--- src/rtl/wb_pkg.sv ---
// Shared widths, FIFO entry layout and arbiter grant encoding for the writeback block.
package wb_pkg;
    localparam int WB_ADDR_W  = 5;
    localparam int WB_DATA_W  = 32;
    localparam int DROP_CNT_W = 8;
    localparam int WB_ENTRY_W = WB_ADDR_W + WB_DATA_W;

    typedef enum logic {GNT_ALU = 1'b0, GNT_MEM = 1'b1} gnt_e;

    typedef struct packed {
        logic [WB_ADDR_W-1:0] addr;
        logic [WB_DATA_W-1:0] data;
    } wb_entry_t;

    function automatic logic [DROP_CNT_W-1:0] sat_inc(input logic [DROP_CNT_W-1:0] v);
        return (&v) ? v : v + 1'b1;
    endfunction
endpackage

--- src/rtl/wb_fifo.sv ---
// Per-source write FIFO: DEPTH entries of {addr,data}, power-of-two pointer wrap.
module wb_fifo
    import wb_pkg::*;
#(
    parameter int DEPTH = 4
) (
    input  logic      elk,
    input  logic      nrst,
    input  logic      push,
    input  wb_entry_t din,
    input  logic      pop,
    output wb_entry_t dout,
    output logic      full,
    output logic      empty
);
    localparam int AW = (DEPTH > 1) ? $clog2(DEPTH) : 1;

    logic [AW-1:0] wr_ptr, rd_ptr;
    logic [AW:0]   count;
    wb_entry_t     mem [DEPTH];

    always_ff @(posedge elk) begin
        if (nrst) begin
            wr_ptr <= '0;
            rd_ptr <= '0;
            count  <= '0;
        end else begin
            if (push) wr_ptr <= wr_ptr + 1'b1;
            if (pop)  rd_ptr <= rd_ptr + 1'b1;
            case ({push, pop})
                2'b10:   count <= count + 1'b1;
                2'b01:   count <= count - 1'b1;
                default: ;
            endcase
        end
    end

    // Storage carries no reset; occupancy alone decides what is valid.
    always_ff @(posedge elk) begin
        if (push) mem[wr_ptr] <= din;
    end

    assign dout  = mem[rd_ptr];
    assign full  = (count == (AW+1)'(DEPTH));
    assign empty = (count == '0);
endmodule

--- src/rtl/regfile_writeback.sv ---
// Two-source register-file writeback: per-source FIFOs, round-robin pop, r0 writes dropped.
// Optional forwarding ports are built when WB_BYPASS_EN is defined.
module regfile_writeback
    import wb_pkg::*;
#(
    parameter int DEPTH = 4
) (
    input  logic                  elk,
    input  logic                  nrst,
    input  logic                  alu_valid,
    output logic                  alu_ready,
    input  logic [WB_ADDR_W-1:0]  alu_addr,
    input  logic [WB_DATA_W-1:0]  alu_data,
    input  logic                  mem_valid,
    output logic                  mem_ready,
    input  logic [WB_ADDR_W-1:0]  mem_addr,
    input  logic [WB_DATA_W-1:0]  mem_data,
    output logic                  wr_en,
    output logic [WB_ADDR_W-1:0]  wr_addr,
    output logic [WB_DATA_W-1:0]  wr_data,
    output logic [DROP_CNT_W-1:0] drop_cnt,
    output logic                  busy
`ifdef WB_BYPASS_EN
    ,
    input  logic [WB_ADDR_W-1:0]  byp_addrA,
    input  logic [WB_ADDR_W-1:0]  byp_addrB,
    output logic                  byp_hitA,
    output logic                  byp_hitB,
    output logic [WB_DATA_W-1:0]  byp_dataA,
    output logic [WB_DATA_W-1:0]  byp_dataB
`endif
);
    // Index 0 is the ALU source, index 1 the load unit (matches gnt_e).
    logic [1:0]      src_valid, push, pop, full, empty;
    wb_entry_t [1:0] din, head;
    wb_entry_t       sel;
    gnt_e            last_gnt, gnt;
    logic            gnt_vld;

    assign src_valid = {mem_valid, alu_valid};
    assign din[0]    = '{addr: alu_addr, data: alu_data};
    assign din[1]    = '{addr: mem_addr, data: mem_data};
    // Ready comes only from full, so a full FIFO never accepts even while popping.
    assign push      = src_valid & ~full;
    assign alu_ready = ~full[0];
    assign mem_ready = ~full[1];

    for (genvar g = 0; g < 2; g++) begin : g_src
        wb_fifo #(.DEPTH(DEPTH)) u_fifo (
            .elk   (elk),
            .nrst  (nrst),
            .push  (push[g]),
            .din   (din[g]),
            .pop   (pop[g]),
            .dout  (head[g]),
            .full  (full[g]),
            .empty (empty[g])
        );
    end

    always_comb begin
        gnt     = GNT_ALU;
        gnt_vld = |(~empty);
        if (!empty[0] && !empty[1])
            gnt = (last_gnt == GNT_ALU) ? GNT_MEM : GNT_ALU;
        else if (!empty[1])
            gnt = GNT_MEM;
        pop[0] = gnt_vld && (gnt == GNT_ALU);
        pop[1] = gnt_vld && (gnt == GNT_MEM);
        sel    = (gnt == GNT_MEM) ? head[1] : head[0];
    end

    always_ff @(posedge elk) begin
        if (nrst) begin
            last_gnt <= GNT_MEM;
            wr_en    <= 1'b0;
            wr_addr  <= '0;
            wr_data  <= '0;
            drop_cnt <= '0;
        end else begin
            wr_en <= 1'b0;
            if (gnt_vld) begin
                last_gnt <= gnt;
                if (sel.addr == '0) begin
                    drop_cnt <= sat_inc(drop_cnt);
                end else begin
                    wr_en   <= 1'b1;
                    wr_addr <= sel.addr;
                    wr_data <= sel.data;
                end
            end
        end
    end

    assign busy = (|(~empty)) | wr_en;

`ifdef WB_BYPASS_EN
    assign byp_hitA  = wr_en && (wr_addr == byp_addrA) && (byp_addrA != '0);
    assign byp_hitB  = wr_en && (wr_addr == byp_addrB) && (byp_addrB != '0);
    assign byp_dataA = byp_hitA ? wr_data : '0;
    assign byp_dataB = byp_hitB ? wr_data : '0;
`endif
endmodule

--- config.mk ---
export PLATFORM = sky130hd
export DESIGN_NAME = regfile_writeback
export DESIGN_NICKNAME = d
export VERILOG_FILES = /design/src/rtl/wb_pkg.sv /design/src/rtl/wb_fifo.sv /design/src/rtl/regfile_writeback.sv
export SDC_FILE = /design/constraint.sdc
export NUM_CORES = 1
export LEC_CHECK = 0
export ABC_CLOCK_PERIOD_IN_PS = 3910
export BUFFER_PORTS_ARGS = -buffer_cell sky130_fd_sc_hd__buf_2
export CAP_MARGIN = 0
export CORE_ASPECT_RATIO = 0.9
export CORE_MARGIN = 1
export CORE_UTILIZATION = 40
export CTS_CLUSTER_SIZE = 10
export DETAILED_ROUTE_END_ITERATION = 10
export SYNTH_ARGS = -nofsm -noshare
export SYNTH_HDL_FRONTEND = slang
export SYNTH_HIERARCHICAL = 1
export SYNTH_SLANG_ARGS = --single-unit
--- constraint.sdc ---
create_clock -name elk -period 3.91 [get_ports elk]
set_input_delay 0.391 -clock elk [delete_from_list [all_inputs] [get_ports elk]]
set_output_delay 0.391 -clock elk [all_outputs]
set_load 0.005 [all_outputs]
-- After elaboration in Yosys (flattened, before gate mapping)
Memories as Yosys holds them, arrays and structs flattened. A register that Yosys moved wholly into a read port is not among the register bits.
Index checks and enable logic that the tools add are counted.
- bits in registers: 61
- bits in writable memories: 296
- word-level logic and storage cells: 68
- memories: 2
- add/subtract/negate cells: 9
- equality and inequality tests: 6
- muxes and demuxes: 15
- bitwise logic cells: 10
- reduce and logical (&&, ||, !) cells: 15
- memories (name ; depth ; bits a word ; rd ports ; clocked after Yosys merged registers in ; write ports ; RTL line ; RTL):
    g_src[0].u_fifo.mem ; 4 ; 37 ; 1 ; 1 ; 1 ; wb_fifo.sv:20 ; wb_entry_t mem [DEPTH];
    g_src[1].u_fifo.mem ; 4 ; 37 ; 1 ; 1 ; 1 ; wb_fifo.sv:20 ;
- operator list (cell ; number):
    37-bit two-way mux ; 1
    3-bit one-hot mux with 2 select lines ; 2
    2-bit by 1-bit adder with 2-bit output, second input constant ; 4
    8-bit by 1-bit adder with 8-bit output, second input constant ; 1
    1-bit two-way mux ; 8
    2-bit two-way mux ; 4
    8-bit AND reduction ; 1
    3-bit by 1-bit adder with 3-bit output, second input constant ; 2
    3-bit == test, second input constant ; 2
    3-bit zero test ; 2
    1-bit inverter ; 6
    3-bit by 1-bit subtractor with 3-bit output, second input constant ; 2
    5-bit zero test ; 1
    2-bit by 1-bit == test with 1-bit output, second input constant ; 2
    2-bit == test, second input constant ; 2
    2-bit inverter ; 2
    2-bit nonzero test ; 2
    2-bit OR reduction ; 2
    1-bit logical AND ; 3
    3-bit AND reduction ; 1
    2-bit AND ; 1
    1-bit zero test ; 2
    2-bit AND reduction ; 1
    1-bit OR ; 1

-- Depth between registers and ports, before layout
Gate-level depths: netlist (run 1).
- depth in word-level cells: 8
- gate-level depth with buffers: 12
- gate-level depth less buffers: 11

-- By module
The synthesis (run 1) kept the hierarchy.
- modules (own cells, without submodules) (module ; instances ; cells each ; area each (um^2)):
    wb_fifo ; 2 ; 240 ; 5829.3
    regfile_writeback ; 1 ; 290 ; 2297.2

-- Worst setup path after synthesis (run 1)
Ideal clock, no wire load.
- kind: register -> register
- from: reg g_src[1].u_fifo.count[1]
- to: reg g_src[0].u_fifo.count[2]
- arrival: 2930 ps
- data required time: 3840 ps
- slack: 910 ps
- stages on the path, launching flop included: 13
- buffers on the path: 1
- clock period less this slack: 3000 ps
- cells stage by stage: dfxtp_1 > nor3_1 > inv_1 > nand2_1 > clkinv_1 > clkbuf_1 > nor2_1 > ha_1 > inv_1 > fa_1 > xor2_1 > or3_1 > a21oi_1
- cells in the longest elaborated chain, start to end: 8
- elaborated cells on any way between the ends: 13
- RTL lines (what ; RTL line ; RTL):
    start, declared ; wb_fifo.sv:19 ; logic [AW:0] count;
    start signal, assigned ; wb_fifo.sv:31 ; 2'b10: count <= count + 1'b1;
    start signal, assigned ; wb_fifo.sv:32 ; 2'b01: count <= count - 1'b1;
    3-bit zero test (*) ; wb_fifo.sv:45 ; assign empty = (count == '0);
    via empty[1] ; regfile_writeback.sv:34 ; logic [1:0] src_valid, push, pop, full, empty;
    1-bit zero test ; - ;
    1-bit logical AND ; regfile_writeback.sv:64 ; if (!empty[0] && !empty[1])
    1-bit two-way mux ; regfile_writeback.sv:64 ;
    1-bit inverter ; regfile_writeback.sv:68 ; pop[0] = gnt_vld && (gnt == GNT_ALU);
    1-bit logical AND (*) ; regfile_writeback.sv:68 ;
    via pop[0] ; regfile_writeback.sv:34 ;
    2-bit by 1-bit == test with 1-bit output / 2-bit == test (equally long branches) ; wb_fifo.sv:30 ; case ({push, pop})
    3-bit one-hot mux with 2 select lines / 2-bit nonzero test (equally long branches) ; - ;
    end signal, assigned ; wb_fifo.sv:31 ;
    end signal, assigned ; wb_fifo.sv:32 ;
    end, declared ; wb_fifo.sv:19 ;
Mark *: on every way through the listed nets, which the timed path passes. The rest lies on a longest branch.
A chain may end at the register's enable or synchronous reset.

==> results.md, run 1 <==
- Outcome: finished clean
- Setup TNS: 0 ns
- Dpl hpwl: ~19000 µm
- Root Driver: clkbuf_16
- Vert. Die Dim: roughly 180 µm
- Clock Latency Late Sink: around 0.55 ns
- Hold_buf cts: 0
- Die Area: about 36000 µm²
- Top routing layer used: met5
- Mapped Area: ~14000 µm²
- Async SR Flop Fraction: 0%
- Share of cells above drive strength 1: around 28%
- Vias in the first global route: 7580
- M1 WL: around 12000 µm
- Area Growth Syn to Fin: 16.7%
- Leak pwr: 5.61 nW
- Pwr Density: about 740 nW/µm²
- Largest net degree at the start of global routing: between 40 and 50
- Bufs and invs on worst path: 0
- Initial antenna violation count: 5
- Placer Congestion: around 0.86
- CP Data Required Time: between 4 and 5 ns
- Nets@finish: between 1000 and 1500
- Tcrit/Tclk final: between 80 and 90%
- CP peak stage delay: approximately 0.64 ns
- Class of the worst hold path: in -> reg
- Most frequent cells in the layout: edfxtp_1 (296), buf_2 (126), nand2_1 (71)
- Worst Tran Pin Value: about 1.2 ns
- Initial Util: 40.8%
- First-pass GRT wire length: 44900 µm
- Num CTS Buffers: 42
- Critical path, cell by cell: mux4_1 -> or4_1 -> a21oi_1 -> o211ai_4 -> or4_1 -> a21oi_1
- CTS tree: built
- Syn_nets: roughly 860
- Top FF cell, synth: edfxtp_1
- Worst IR drop on VDD: 0.373 mV
- Port Buffer Count: 126
- Worst Slack Setup Final: between 0.7 and 0.8 ns
- Final Slew Violations: 0
- Metal3 WL: roughly 2300 µm
- Yosys reg bits: about 360
- Levels on crit path: 6
- Achievable Freq: between 0.3 and 0.4 GHz
- Worst EP arrival: 3.66 ns
- Worst setup EP type: flop
- Clk slew on worst S/H paths: 0.06 ns
- Slowest CP cell: or4_1
- Crit Path Class: reg -> reg
- Core area: about 34000 µm²
- Via density: 5.24
- Post-synth cell types: 43
- Yosys warning count: 6
- Min Tclk post-route: approximately 3.2 ns
- Util after Layout: a little under half
- Clock skew: 0.0186 ns
- Post-CTS resize count: 0
- Commonest non-fill, non-tap cell in the layout: edfxtp_1
- Post-Layout Inst Area: approximately 16000 µm²
- Max FO, Critical Path: just over 40
- Post-DR wirelength/cell: 21.1 µm
- Seq/Total Area, Yosys: 73.0%
- Row count: between 60 and 70
- Final hold vios: 0
- Startpoint Class: flop
- Hold Path Cell Cnt: 1
- WL final: about 30000 µm
- I/O pins: ~130
- Slew HR: 17.0%
- MaxCap Viol Count: 0
- First-pass DRT Iterations: 5
- DP Area: roughly 15000 µm²
- Total grt overflow: 0
- # Post-CTS Setup Buffers: 0
- Post-synth EDFFs: just under 300
- Final ANT Viol Nets: 0
- H-tree depth: 2
- # setup viols final: 0
- GRT Total Usage: between 10% and 20%
- RSZ-0062 raised after global routing: no
- Post-Syn Area per Cell: 18.1 µm²
- Remaining routing DRC violations: 0
- Place WS: approximately 0.76 ns
- Family with the most delay on the worst path: simple AND/OR/NAND/NOR gates
- WL met2: roughly 15000 µm
- First DRT Iteration DRCs: ~460
- Clock tree sinks: around 360
- Routed vias: between 7000 and 8000
- Tot Pwr: approximately 12 mW
- R2R depth: 6
- R2R Setup Slk: between 0.7 and 0.8 ns
- Die Wd: between 150 and 200 µm
- Clock Tree Buf Depth: 3
- Post-synthesis instance total: a little under 800
-- where the power goes --
part / switching, mW / internal [mW] / total [mW]
logic: 2.01 / 1.42 / 3.43
registers: 0.285 / 4.75 / 5.03
clock network: 1.49 / 2.03 / 3.52
total: 3.78 / 8.20 / 12.0
-- layer usage --
| layer | vias up | track usage (%) |
|---|---|---|
| li1 | 3388 | - |
| met1 | 3743 | 22.2 |
| met2 | 231 | 28.6 |
| met3 | 50 | 4.36 |
| met4 | 6 | 4.42 |
| met5 | - | 0 |
-- state kept, by name (all words and copies together), names as in the netlist, named ones only --
name	cells
g_src.u_fifo/rd_ptr	4
wr_data	32
g_src.u_fifo/count	6
wr_addr	5
wr_en	1
g_src.u_fifo/mem	296
g_src.u_fifo/wr_ptr	4
drop_cnt	8
last_gnt	1
-- metrics by stage --
step           hold slack (ns)  cells
2_1_floorplan            0.467    770
3_3_place_gp             0.487   1337
3_5_place_dp             0.491   1337
4_1_cts                 0.0285   1413
5_1_grt                 0.0393   1413
6_report                0.0490   1415
-- area by class of cell --
| type | instances | area, µm² |
|---|---|---|
| diodes | 2 | 5.00 |
| clock buffers | 72 | 1160 |
| multi-input cells | 351 | 3430 |
| fillers | 2940 | 17900 |
| flip-flops and latches | 361 | 10200 |
| well taps | 462 | 578 |
| clock inverters | 4 | 67.6 |
| inverters | 17 | 63.8 |
| repair buffers | 146 | 781 |
-- path summary, 6_finish.rpt --
check / start / endpoint
max reg2reg: flop / drop_cnt[6]$_SDFFE_PP0P_
min: mem_data[22] / g_src[1].u_fifo/mem[3][22]$_DFFE_PP_
max: flop / drop_cnt[6]$_SDFFE_PP0P_
min reg2reg: drop_cnt[6]$_SDFFE_PP0P_ / drop_cnt[6]$_SDFFE_PP0P_
-- synth_stat cells (all sizes together) (6+ instances only) --
cell / n / share of area [%]
edfxtp: 296 / 64
a311oi: 32 / 2.0
mux2i: 6 / 0.43
nand2: 71 / 1.9
inv: 16 / 0.43
o21ai: 7 / 0.25
and3: 7 / 0.31
buf: 20 / 1.5
and2: 9 / 0.40
clkbuf: 21 / 0.58
mux4: 74 / 12
nand3: 9 / 0.32
dfxtp: 65 / 9.3
a21oi: 45 / 1.6
nor2: 23 / 0.64
xor2: 6 / 0.38
or4: 6 / 0.32
ha: 11 / 0.99
-- kinds of logic (layout without fill, tap and decap cells) --
family / count (synthesis) / count (layout) / synth area share [%]
AOI/OAI and AO/OA: 98 / 98 / 4.69
other: 0 / 2 / 0
muxes: 82 / 82 / 12.9
buffers and inverters: 58 / 239 / 2.54
adders and majority gates: 13 / 13 / 1.27
DFF: 361 / 361 / 73.0
and+or+nand+nor: 148 / 148 / 4.95
xor gates and xnor gates: 10 / 10 / 0.628
No activity file was read; power rests on OpenSTA's default activity.
==> inputs of run 2 (changes only) <==
--- a/config.mk
+++ b/config.mk
@@ -5,7 +5,7 @@
 export SDC_FILE = /design/constraint.sdc
 export NUM_CORES = 1
 export LEC_CHECK = 0
-export ABC_CLOCK_PERIOD_IN_PS = 3910
+export ABC_CLOCK_PERIOD_IN_PS = 2700
 export BUFFER_PORTS_ARGS = -buffer_cell sky130_fd_sc_hd__buf_2
 export CAP_MARGIN = 0
 export CORE_ASPECT_RATIO = 0.9
==> constraint.sdc (replaced) <==
create_clock -name elk -period 2.7 [get_ports elk]
set_input_delay 0.27 -clock elk [delete_from_list [all_inputs] [get_ports elk]]
set_output_delay 0.27 -clock elk [all_outputs]
set_load 0.005 [all_outputs]
==> results.md, run 2 (same netlist as run 1, synthesis figures left out) <==
- First-pass DRT Iterations: 4 (-1)
- Outcome: finished clean
- Pwr Density: 1030 nW/µm² (+39%)
- Sw Pwr: 5.54 mW (+46%)
- Clock tree sinks: 361 (unchanged)
- CTS tree: built
- Vert. Die Dim: 179 µm (unchanged)
- Die Area: 35600 µm² (unchanged)
- Startpoint Class: flop
- Min Tclk post-route: 2.62 ns (-0.561 ns)
- DP Area: 15300 µm² (+1.7%)
- Row count: 64 (unchanged)
- Post-Layout Inst Area: 17300 µm² (+6.4%)
- Final hold slack: 0.210 ns (+0.161 ns)
- Routed vias: 7709 (+3.9%)
- Clock power frac: 28.8% (-0.6 points)
- Largest net degree at the start of global routing: 68 (+62%)
- Final Slew Violations: 0 (unchanged)
- Final ANT Viol Nets: 0 (unchanged)
- MaxCap Viol Count: 0 (unchanged)
- Total grt overflow: 0 (unchanged)
- Core area: 34200 µm² (unchanged)
- H-tree depth: 2 (unchanged)
- Max reg flops: 296 (unchanged)
- Worst EP arrival: 3.09 ns (-0.57 ns)
- Worst setup EP type: flop
- Slew HR: 55.5% (+38 points)
- Share of cells above drive strength 1: 28.7% (+0.28 points)
- Die Wd: 199 µm (unchanged)
- Via density: 5.12 (-2.4%)
- Initial Util: 40.8% (unchanged)
- Dpl hpwl: 18700 µm (-2.5%)
- Vias in the first global route: 7779 (+2.6%)
- Clock Latency Late Sink: 0.55 ns (about the same)
- Root Driver: clkbuf_16
- Largest register by flop count: g_src.u_fifo/mem
- Clk slew on worst S/H paths: 0.06 ns (about the same)
- Worst IR drop on VDD: 0.613 mV (+64%)
- Most frequent cells in the layout: edfxtp_1 (296), buf_2 (126), dlygate4sd3_1 (74)
- Achievable Freq: 0.381 GHz (+21%)
- Worst Tran Pin Value: 0.668 ns (-0.574 ns)
- I/O pins: 127 (unchanged)
- Class of the worst hold path: in -> reg
- Placer Congestion: 0.816 (-5.5%)
- Tcrit/Tclk final: 97.2% (+16 points)
- First DRT Iteration DRCs: 425 (-6.8%)
- Commonest non-fill, non-tap cell in the layout: edfxtp_1
- Nets@finish: 1101 (+9.0%)
- Sequential power share: 40.8% (-1.2 points)
- # setup viols final: 0 (unchanged)
- Port Buffer Count: 126 (unchanged)
- Num CTS Buffers: 42 (unchanged)
- Combinational share of power: 30.5% (+1.9 points)
- Sw Ratio: 31.2% (-0.40 points)
- First-pass GRT wire length: 44600 µm (-0.65%)
- Power Internal: 12.2 mW (+49%)
- Clock skew: 0.0276 ns (+0.00895 ns)
- Tot Pwr: 17.8 mW (+48%)
- Worst Slack Setup Final: 0.0766 ns (-0.649 ns)
- RSZ-0062 raised after global routing: yes
- GRT Total Usage: 16.8% (-0.33 points)
- Place WS: 0.00788 ns (-0.748 ns)
- Clock Tree Buf Depth: 3 (unchanged)
- Largest registers: g_src.u_fifo/mem x296, wr_data x32, drop_cnt x8
- Max FO, Critical Path: 6 (-85%)
- WL final: 29600 µm (-0.71%)
- CP Data Required Time: 3.17 ns (-1.21 ns)
- Post-DR wirelength/cell: 19.7 µm (-6.7%)
- Final hold vios: 0 (unchanged)
- Area Growth Syn to Fin: 24.1%
- Initial antenna violation count: 1 (-4)
- Number of fill cells: 2875 (-2.2%)
- Crit Path Class: reg -> reg
- Remaining routing DRC violations: 0 (unchanged)
- Leak pwr: 6.05 nW (+7.8%)
## run 2: cell count changes in the layout (fill, tap and decap cells not counted), sizes merged
| cell | delta |
|---|---|
| diode | -1 |
| clkbuf | +1 |
| clkinv | -1 |
| dlygate4sd3 | +74 |
| buf | +17 |
| inv | +1 |
## run 2: path summary, 6_finish.rpt
kind / startpoint / endpoint / slack [ns] / cells after the start
min reg2reg: wr_addr[4]$_SDFFE_PP0P_ / wr_addr[4]$_SDFFE_PP0P_ / 0.49 / 2
max: flop / drop_cnt[4]$_SDFFE_PP0P_ / 0.08 / 6
min: nrst / g_src[1].u_fifo/wr_ptr[1]$_SDFFE_PP0P_ / 0.21 / 3
max reg2reg: flop / drop_cnt[4]$_SDFFE_PP0P_ / 0.08 / 6
## run 2: layout make-up
| type | instances | area (µm²) | share of cell area, % |
|---|---|---|---|
| multi-input cells | 351 | 3470 | 20.0 |
| repair buffers | 237 | 1780 | 10.3 |
| clock inverters | 4 | 65.1 | 0.376 |
| flip-flops and latches | 361 | 10200 | 58.8 |
| inverters | 17 | 63.8 | 0.368 |
| clock buffers | 73 | 1180 | 6.80 |
| diodes | 1 | 2.50 | 0.0144 |
| well taps | 462 | 578 | 3.34 |
## run 2: worst max-delay path, stage by stage, from the launching register on
cell and delay, ns:
dfxtp_2 0.40, mux4_1 0.58, or4_1 0.56, a21oi_2 0.20, o211ai_4 0.14, or4_1 0.53, a21oi_1 0.15
## run 2: power by group through the flow
stage                     Sequential, mW  Combinational [mW]  Clock, mW
final                               7.25                5.42       5.11
after global routing                7.32                5.94       5.49
after CTS                           7.24                5.49       5.24
after detailed placement            7.35                5.37          0
after global placement              7.34                5.30          0
after floorplan                     7.23                3.75          0
## run 2: routing by layer
metal / up-vias / wire length, µm / global-route usage (%)
met3: 37 / 1940 / 4.53
met1: 3899 / 12700 / 21.6
met4: 0 / 517 / 4.39
li1: 3554 / - / -
met2: 219 / 14500 / 28.1
met5: - / 0 / 0
## run 2: repair_timing
action | in CTS | in global routing
gates resized for setup | 1 | 11
setup endpoints to repair | 2 | 34
pin swaps | 0 | 4
buffers inserted | 0 | 1
endpoints found under the hold margin | 296 | 0
hold buffers | 74 | 0
## run 2: through the flow
stage | TNS [ns] | std cells | utilization [%]
detailed placement | 0 | 1353 | 44.8
global placement | 0 | 1353 | 44.8
finish | 0 | 1506 | 50.7
CTS | 0 | 1504 | 50.6
floorplan | -0.0132 | 770 | -
global route | -0.0111 | 1506 | 50.7
